<file path="config.mk">
export PLATFORM = sky130hd
export DESIGN_NAME = fetch_buffer
export DESIGN_NICKNAME = d
export VERILOG_FILES = /design/src/rtl/fetch_buffer.sv
export SDC_FILE = /design/constraint.sdc
export NUM_CORES = 1
export LEC_CHECK = 0
export CAP_MARGIN = 25
export CORE_MARGIN = 5
export CORE_UTILIZATION = 55
export CTS_BUF_LIST = sky130_fd_sc_hd__clkbuf_4 sky130_fd_sc_hd__clkbuf_8
export DETAILED_ROUTE_END_ITERATION = 16
export GPL_TIMING_DRIVEN = 0
export MAX_ROUTING_LAYER = met4
export PLACE_DENSITY_LB_ADDON = 0.25
export SYNTH_ARGS = -nofsm -noshare
export SYNTH_HDL_FRONTEND = slang
export SYNTH_SLANG_ARGS = --single-unit
</file>
<file path="constraint.sdc">
create_clock -name clock -period 7.9 [get_ports clock]
set_clock_uncertainty 0.15 [all_clocks]
set_input_delay 1.185 -clock clock [delete_from_list [all_inputs] [get_ports clock]]
set_output_delay 1.185 -clock clock [all_outputs]
set_load 0.02 [all_outputs]
</file>
<file path="src/rtl/fetch_buffer.sv">
// Instruction-fetch front end: issues PC requests to instruction memory, buffers tagged
// responses in order and drives the IF/ID register. Optional macro: FETCH_ALIGN_CHECK_EN.
module fetch_buffer #(
  parameter int DEPTH = 2
) (
  input  logic        clock,
  input  logic        reset,
  input  logic [5:0]  stall,
  input  logic        flush,
  input  logic [31:0] pc,
  output logic        fetch_stall_request,
  output logic        imem_request_valid,
  input  logic        imem_request_ready,
  output logic [31:0] imem_request_address,
  input  logic        imem_response_valid,
  input  logic [31:0] imem_response_data,
  output logic [31:0] id_pc,
  output logic [31:0] id_instruction,
  output logic        id_valid,
  output logic        id_misaligned
);

  localparam int PW = $clog2(DEPTH);
  localparam int CW = PW + 1;
  localparam logic [CW-1:0] DEPTH_C = CW'(DEPTH);

  // One circular buffer holds both in-flight requests and returned entries, in fetch order.
  logic [31:0]    slot_pc_q   [DEPTH];
  logic [31:0]    slot_pc_d   [DEPTH];
  logic [31:0]    slot_data_q [DEPTH];
  logic [31:0]    slot_data_d [DEPTH];
  logic [DEPTH-1:0] slot_done_q, slot_done_d;
  logic [DEPTH-1:0] slot_mis_q, slot_mis_d;
  logic [PW-1:0]  head_q, head_d, tail_q, tail_d;
  logic [CW-1:0]  count_q, count_d, drop_q, drop_d;
  logic [31:0]    id_pc_q, id_pc_d, id_instruction_q, id_instruction_d;
  logic           id_valid_q, id_valid_d, id_misaligned_q, id_misaligned_d;

  logic           pc_misaligned, has_credit, accept, accept_mis, alloc;
  logic           resp_hit, resp_keep, head_done, head_ready, load, pop;
  logic [PW-1:0]  resp_idx, scan_idx;
  logic [CW-1:0]  pending;
  logic           unused_stall;

`ifdef FETCH_ALIGN_CHECK_EN
  assign pc_misaligned = (pc[1:0] != 2'b00);
`else
  assign pc_misaligned = 1'b0;
`endif

  assign unused_stall = ^{stall[5:3], stall[0]};

  // Dropped-but-outstanding responses still occupy credits so memory never sees more than DEPTH.
  assign has_credit           = (count_q + drop_q) < DEPTH_C;
  assign imem_request_valid   = !reset && !flush && has_credit && !pc_misaligned;
  assign imem_request_address = pc;
  assign accept               = imem_request_valid && imem_request_ready;
  assign accept_mis           = !reset && !flush && has_credit && pc_misaligned;
  assign alloc                = accept || accept_mis;
  assign fetch_stall_request  = !alloc;

  always_comb begin
    resp_hit = 1'b0;
    resp_idx = head_q;
    scan_idx = head_q;
    pending  = '0;
    for (int i = 0; i < DEPTH; i++) begin
      scan_idx = head_q + PW'(i);
      if ((CW'(i) < count_q) && !slot_done_q[scan_idx]) begin
        pending = pending + CW'(1);
        if (!resp_hit) begin
          resp_hit = 1'b1;
          resp_idx = scan_idx;
        end
      end
    end
  end

  // A response landing on the head slot while IF/ID loads bypasses straight into IF/ID.
  assign resp_keep  = imem_response_valid && (drop_q == '0) && !flush && resp_hit;
  assign head_done  = slot_done_q[head_q];
  assign head_ready = (count_q != '0) && (head_done || (resp_keep && (resp_idx == head_q)));
  assign load       = !flush && !stall[1];
  assign pop        = load && head_ready;

  always_comb begin
    slot_pc_d        = slot_pc_q;
    slot_data_d      = slot_data_q;
    slot_done_d      = slot_done_q;
    slot_mis_d       = slot_mis_q;
    head_d           = head_q;
    tail_d           = tail_q;
    count_d          = count_q;
    drop_d           = drop_q;
    id_pc_d          = id_pc_q;
    id_instruction_d = id_instruction_q;
    id_valid_d       = id_valid_q;
    id_misaligned_d  = id_misaligned_q;

    if (flush) begin
      head_d  = '0;
      tail_d  = '0;
      count_d = '0;
      if (imem_response_valid && ((drop_q + pending) != '0))
        drop_d = drop_q + pending - CW'(1);
      else
        drop_d = drop_q + pending;
    end else begin
      if (imem_response_valid && (drop_q != '0))
        drop_d = drop_q - CW'(1);
      if (resp_keep) begin
        slot_data_d[resp_idx] = imem_response_data;
        slot_done_d[resp_idx] = 1'b1;
      end
      if (alloc) begin
        slot_pc_d[tail_q]   = pc;
        slot_data_d[tail_q] = '0;
        slot_done_d[tail_q] = accept_mis;
        slot_mis_d[tail_q]  = accept_mis;
        tail_d              = tail_q + PW'(1);
      end
      if (pop)
        head_d = head_q + PW'(1);
      count_d = count_q + CW'(alloc) - CW'(pop);
    end

    if (flush || (stall[1] && !stall[2])) begin
      id_pc_d          = '0;
      id_instruction_d = '0;
      id_valid_d       = 1'b0;
      id_misaligned_d  = 1'b0;
    end else if (!stall[1]) begin
      if (pop) begin
        id_pc_d          = slot_pc_q[head_q];
        id_instruction_d = head_done ? slot_data_q[head_q] : imem_response_data;
        id_valid_d       = 1'b1;
        id_misaligned_d  = slot_mis_q[head_q];
      end else begin
        id_pc_d          = '0;
        id_instruction_d = '0;
        id_valid_d       = 1'b0;
        id_misaligned_d  = 1'b0;
      end
    end
  end

  always_ff @(posedge clock) begin
    if (reset) begin
      head_q           <= '0;
      tail_q           <= '0;
      count_q          <= '0;
      drop_q           <= '0;
      id_pc_q          <= '0;
      id_instruction_q <= '0;
      id_valid_q       <= 1'b0;
      id_misaligned_q  <= 1'b0;
    end else begin
      head_q           <= head_d;
      tail_q           <= tail_d;
      count_q          <= count_d;
      drop_q           <= drop_d;
      id_pc_q          <= id_pc_d;
      id_instruction_q <= id_instruction_d;
      id_valid_q       <= id_valid_d;
      id_misaligned_q  <= id_misaligned_d;
    end
  end

  always_ff @(posedge clock) begin
    slot_pc_q   <= slot_pc_d;
    slot_data_q <= slot_data_d;
    slot_done_q <= slot_done_d;
    slot_mis_q  <= slot_mis_d;
  end

  assign id_pc          = id_pc_q;
  assign id_instruction = id_instruction_q;
  assign id_valid       = id_valid_q;
  assign id_misaligned  = id_misaligned_q;

endmodule

</file>
### Yosys cells after proc, flatten, opt, wreduce, memory -nomap -nowiden

Index checks and enable logic that the tools add are counted.

| storage, ports and cells | value |
|---|---|
| register bits after elaboration | 204 |
| bits in latches | 0 |
| bits in writable memories | 0 |
| bits in read-only memories | 0 |
| input bits | 75 |
| word-level logic and storage cells | 126 |
| memories | 0 |

| operators by class | value |
|---|---|
| add/subtract/negate cells | 9 |
| multipliers | 0 |
| div/mod/pow operators | 0 |
| magnitude comparators | 14 |
| equal/unequal tests | 1 |
| shift operators | 0 |
| mux-type cells | 42 |
| bitwise gates (word level) | 10 |
| reduce and logical (&&, ||, !) cells | 36 |

Operators with widths:

| kind | number |
|---|---|
| 32-bit 2-to-1 mux | 11 |
| 64-bit 2-to-1 mux | 3 |
| 64-bit bitwise mux | 2 |
| 64-bit AND | 1 |
| 32-bit demux with 1-bit select | 2 |
| 64-bit inverter | 1 |
| 1-bit logical AND | 19 |
| 1-bit 2-to-1 mux | 15 |
| 2-bit 2-to-1 mux | 7 |
| 1-bit by 2-bit < comparator with 1-bit output, second input constant | 4 |
| 2-bit nonzero test | 4 |
| 1-bit logical NOT | 7 |
| 2-bit >= comparator, second input constant | 3 |
| 1-bit inverter with 2-bit output | 3 |
| 2-bit adder | 2 |
| 2-bit AND | 2 |
| 1-bit by 2-bit < comparator with 1-bit output, first input constant | 2 |
| 2-bit by 1-bit < comparator with 1-bit output, second input constant | 2 |
| 2-bit OR reduction | 2 |
| 2-bit by 1-bit subtractor with 2-bit output, second input constant | 2 |
| 1-bit adder, second input constant | 2 |
| 1-bit by 1-bit adder with 2-bit output, second input constant | 1 |
| 2-bit by 1-bit adder with 2-bit output | 1 |
| 1-bit demux with 1-bit select | 2 |
| 10 further kinds | 12 |

### Depth between registers and ports, before layout

| logic depth | value |
|---|---|
| depth in word-level cells | 17 |
| mapped depth | 16 |
| mapped depth without buffers | 11 |

### Worst setup path after synthesis

Ideal clock, no wire load.

| path | value |
|---|---|
| path kind | input to output |
| from | in flush |
| to | out fetch_stall_request |
| arrival | 2087 ps |
| setup slack | 4478 ps |
| stages on the path | 5 |
| cell sequence | buf_2 > a211oi_1 > mux2_4 > and2_1 > inv_1 |

| on the way | value |
|---|---|
| word-level cells in the longest chain between the ends | 5 |

Ends and longest elaborated chain:

| element | RTL line | text |
|---|---|---|
| start: declaration | 9 | `input logic flush,` |
| 1-bit logical NOT | 55 | `assign imem_request_valid = !reset && !flush && has_credit && !pc_misaligned;` |
| 1-bit logical AND (2 in series) | - |  |
| net imem_request_valid | 12 | `output logic imem_request_valid,` |
| 1-bit logical AND | 57 | `assign accept = imem_request_valid && imem_request_ready;` |
| 1-bit logical NOT | 60 | `assign fetch_stall_request = !alloc;` |
| end: declaration | 11 | `output logic fetch_stall_request,` |

The timed path passes the listed nets, and every way through them passes these cells.

### Final worst setup path

| path | value |
|---|---|
| from | in flush |
| to | out fetch_stall_request |

| on the way | value |
|---|---|
| word-level cells in the longest chain between the ends | 5 |

Ends and longest elaborated chain:

| element | RTL line |
|---|---|
| 1-bit logical NOT | 55 |
| 1-bit logical AND (2 in series) | - |
| 1-bit logical AND | 57 |
| 1-bit logical NOT | 60 |

No other way between the ends.

==> impl_metrics.env <==
export IMPL_status="finished clean"
export IMPL_clkPwrFrac=0.409
export IMPL_start_kind="input pin"
export IMPL_cts_max_level=2
export IMPL_via_per_inst=5.56
export IMPL_drt_pre_antenna_iters=5
export IMPL_p_sw_frac=0.229
export IMPL_crit_fanout=10
export IMPL_required_ns=6.57
export IMPL_antenna_found_initial=0
export IMPL_p_leak_nw=4.02
export IMPL_crit_family="buffers and inverters"
export IMPL_cts_sinks=204
export IMPL_synthTopCellsByArea="edfxtp_1 (43%), dfxtp_1 (16%), a21oi_1 (5.3%)"
export IMPL_grt_use_total=0.235
export IMPL_synth_nets=906
export IMPL_worstPathArrival_ns=3.22
export IMPL_fin_setup_tns_ns=0
export IMPL_synth_top_cell_area_share=0.431
export IMPL_crit_slowest_cell="clkdlybuf4s50_1"
export IMPL_p_switching_mw=0.540
export IMPL_synth_cell_area_sq_um=9200
export IMPL_seq_area_frac_synth=0.587
export IMPL_die_h_um=139
export IMPL_path_class="in -> out"
export IMPL_ys_seq_elements=204
export IMPL_ctsHoldBuffers=0
export IMPL_slew_headroom=0.447
export IMPL_avgSynthCellArea_sq_um=11.2
export IMPL_grt_max_degree=42
export IMPL_powerDensity_nw_per_um2=198
export IMPL_period_needed_ns=4.55
export IMPL_grt_overflow=0
export IMPL_gp_congestion=0.817
export IMPL_maxCapViolations=0
export IMPL_reg2reg_to="count_q[1]"
export IMPL_hold_path_class="reg -> reg"
export IMPL_reg2reg_setup_slack_ns=3.92
export IMPL_path_buf_inv=4
export IMPL_layout_drive_gt1_share=0.176
export IMPL_fill_cells=1204
export IMPL_power_frac_comb=0.086
export IMPL_grt_pass1_vias=7141
export IMPL_cp_common_cell="clkdlybuf4s50_1"
export IMPL_reg2reg_from="head_q"
export IMPL_final_cells=1278
export IMPL_final_nets=1113
export IMPL_antenna_left=0
export IMPL_clk_latency_ns=0.52
export IMPL_synthDistinctLibCells=44
export IMPL_fmaxAchievable_ghz=0.220
export IMPL_avgRoutedWirePerCell_um=17.8
export IMPL_synthFlopType="edfxtp_1"
export IMPL_synth_enable_flop_cells=132
export IMPL_grt_setup_unrepaired="false"
export IMPL_end_kind="primary output"
export IMPL_dpl_worst_slack_ns=3.35
export IMPL_worst_hold_slack_ns=0.309
export IMPL_die_area_sq_um=19400
export IMPL_clock_path_buffers=3
export IMPL_clk_pin_slew_ns=0.06
export IMPL_r2r_cells=16
export IMPL_synthCells=825
export IMPL_ir_drop_mv=0.124
export IMPL_route_detailed_drc=0
export IMPL_fin_ws_ns=3.35
export IMPL_core_rowCount=47
export IMPL_power_frac_seq=0.505
export IMPL_boundaryPins=175
export IMPL_worstHoldEndpoint="id_instruction[10]"
export IMPL_cts_setup_buffers=0
export IMPL_post_cts_resized=0
export IMPL_period_share=0.576
export IMPL_min_from="id_instruction[10]"
export IMPL_routed_wl_um=22700
export IMPL_grt_pass1_wl_um=36300
export IMPL_yosysTopAreaCell="edfxtp_1"
export IMPL_min_path_cells=2
export IMPL_io_buffers=169
export IMPL_crit_chain="clkdlybuf4s50_1 > buf_2 > a211oi_1 > mux2_4 > and2_1 > inv_1 > clkdlybuf4s50_1"
export IMPL_drt_iter0_drc=542
export IMPL_cts_root_buf="clkbuf_8"
export IMPL_cts_buffers=35
export IMPL_slowest_delay_ns=0.62
export IMPL_synth_async_reset_ratio=0
export IMPL_cts_tree="done"
export IMPL_dr_total_vias=7101
export IMPL_core_sq_um=16500
export IMPL_dp_hpwl_um=15400
export IMPL_worstMarginPinSlew_ns=0.828
export IMPL_die_w_um=139
export IMPL_ys_warnings_count=0
export IMPL_drv_slew=0
export IMPL_antenna_cells=0
export IMPL_finalSetupViolations=0
export IMPL_placedCellCount=1215
export IMPL_p_int_mw=1.82
export IMPL_start_util=0.557
export IMPL_hold_viol=0
export IMPL_area_growth_pct=29.4
-- layer usage --
metal  vias to the layer above  global-route usage  part of all wire
li1                       3363                   -                 -
met3                        46              0.0573             0.083
met4                         0              0.0695             0.023
met2                       303               0.394              0.49
met5                         -                   -                 0
met1                      3389               0.285              0.40
-- worst register-to-register path, cell delays in order, from the launching register on --
cell	delay (ns)
dfxtp_1	0.32
buf_2	0.21
mux2_2	0.39
buf_2	0.20
buf_1	0.29
nand2b_1	0.24
ha_1	0.19
and4bb_1	0.26
buf_4	0.16
a32o_1	0.28
buf_2	0.33
ha_1	0.29
inv_1	0.05
ha_1	0.14
xor2_1	0.17
xnor2_1	0.13
nor3_1	0.06
-- cell type report --
class | count | area [sq um] | share of cell area
Clock inverter | 6 | 36.3 | 0.00305
Multi-Input combinational cell | 513 | 3170 | 0.266
Clock buffer | 57 | 678 | 0.0570
Buffer | 99 | 592 | 0.0497
Sequential cell | 204 | 5410 | 0.454
Timing Repair Buffer | 170 | 1710 | 0.144
Tap cell | 220 | 275 | 0.0231
Inverter | 9 | 33.8 | 0.00284
-- power groups by stage --
stage	sequential, mW	combinational (mW)	clock, mW
2_1_floorplan	1.21	0.110	0
3_3_place_gp	1.21	0.196	0
3_5_place_dp	1.21	0.201	0
4_1_cts	1.19	0.203	0.977
5_1_grt	1.19	0.220	1.03
6_report	1.19	0.203	0.963
-- cell usage after synthesis (2+ instances only) --
cell,count
a211oi_1,3
a21oi_1,98
a22oi_1,13
a22oi_2,20
and2_1,3
buf_1,2
buf_2,17
buf_4,35
buf_6,9
clkbuf_1,36
dfxtp_1,72
edfxtp_1,132
ha_1,6
inv_1,8
mux2_2,34
mux2i_1,33
nand2_1,130
nand2b_1,3
nand3_1,32
nor2_1,41
nor2b_1,2
nor3_1,3
o211ai_1,32
o21ai_0,34
o21ba_2,2
xnor2_1,6
xor2_1,2
-- registers in the layout, summed over array words and instances, names as in the netlist --
signal	cells
slot_data_q	64
id_pc	32
slot_pc_q	64
id_instruction	32
count_q	2
id_valid	1
slot_mis_q	2
drop_q	2
id_misaligned	1
tail_q	1
head_q	1
slot_done_q	2
-- worst max path at each step --
stage | start | to | slack (ns) | cells past startpoint
final | flush | fetch_stall_request | 3.35 | 7
after global routing | flush | fetch_stall_request | 3.27 | 7
after detailed placement | flush | fetch_stall_request | 3.35 | 7
after floorplan | flush | fetch_stall_request | 4.48 | 5
after CTS | flush | fetch_stall_request | 3.34 | 7
after global placement | flush | fetch_stall_request | 3.35 | 7
-- logic make-up after synthesis --
family                     synth area share
buffers and inverters                0.0680
muxes                                0.0791
and+or+nand+nor                       0.101
adders and majority gates           0.00816
AOI/OAI and AO/OA                     0.148
DFF                                   0.587
xor gates and xnor gates            0.00762
-- placed cells by master (no fill, tap or decap), types with 17 or more instances in the layout --
master	count
a21oi_1	98
a22oi_2	20
buf_2	17
buf_4	35
clkbuf_1	36
clkbuf_4	17
clkbuf_8	40
clkdlybuf4s50_1	169
dfxtp_1	72
edfxtp_1	132
mux2_2	34
mux2i_1	33
nand2_1	130
nand3_1	32
nor2_1	41
o211ai_1	32
o21ai_0	34
-- through the flow --
step	utilization	cell area (sq um)	power (mW)
final	0.720	11900	2.36
after global routing	0.720	11900	2.44
after CTS	0.720	11900	2.37
after detailed placement	0.677	11200	1.41
after global placement	0.676	11200	1.41
after floorplan	-	9200	1.32
(Power assumes the default switching activity.)
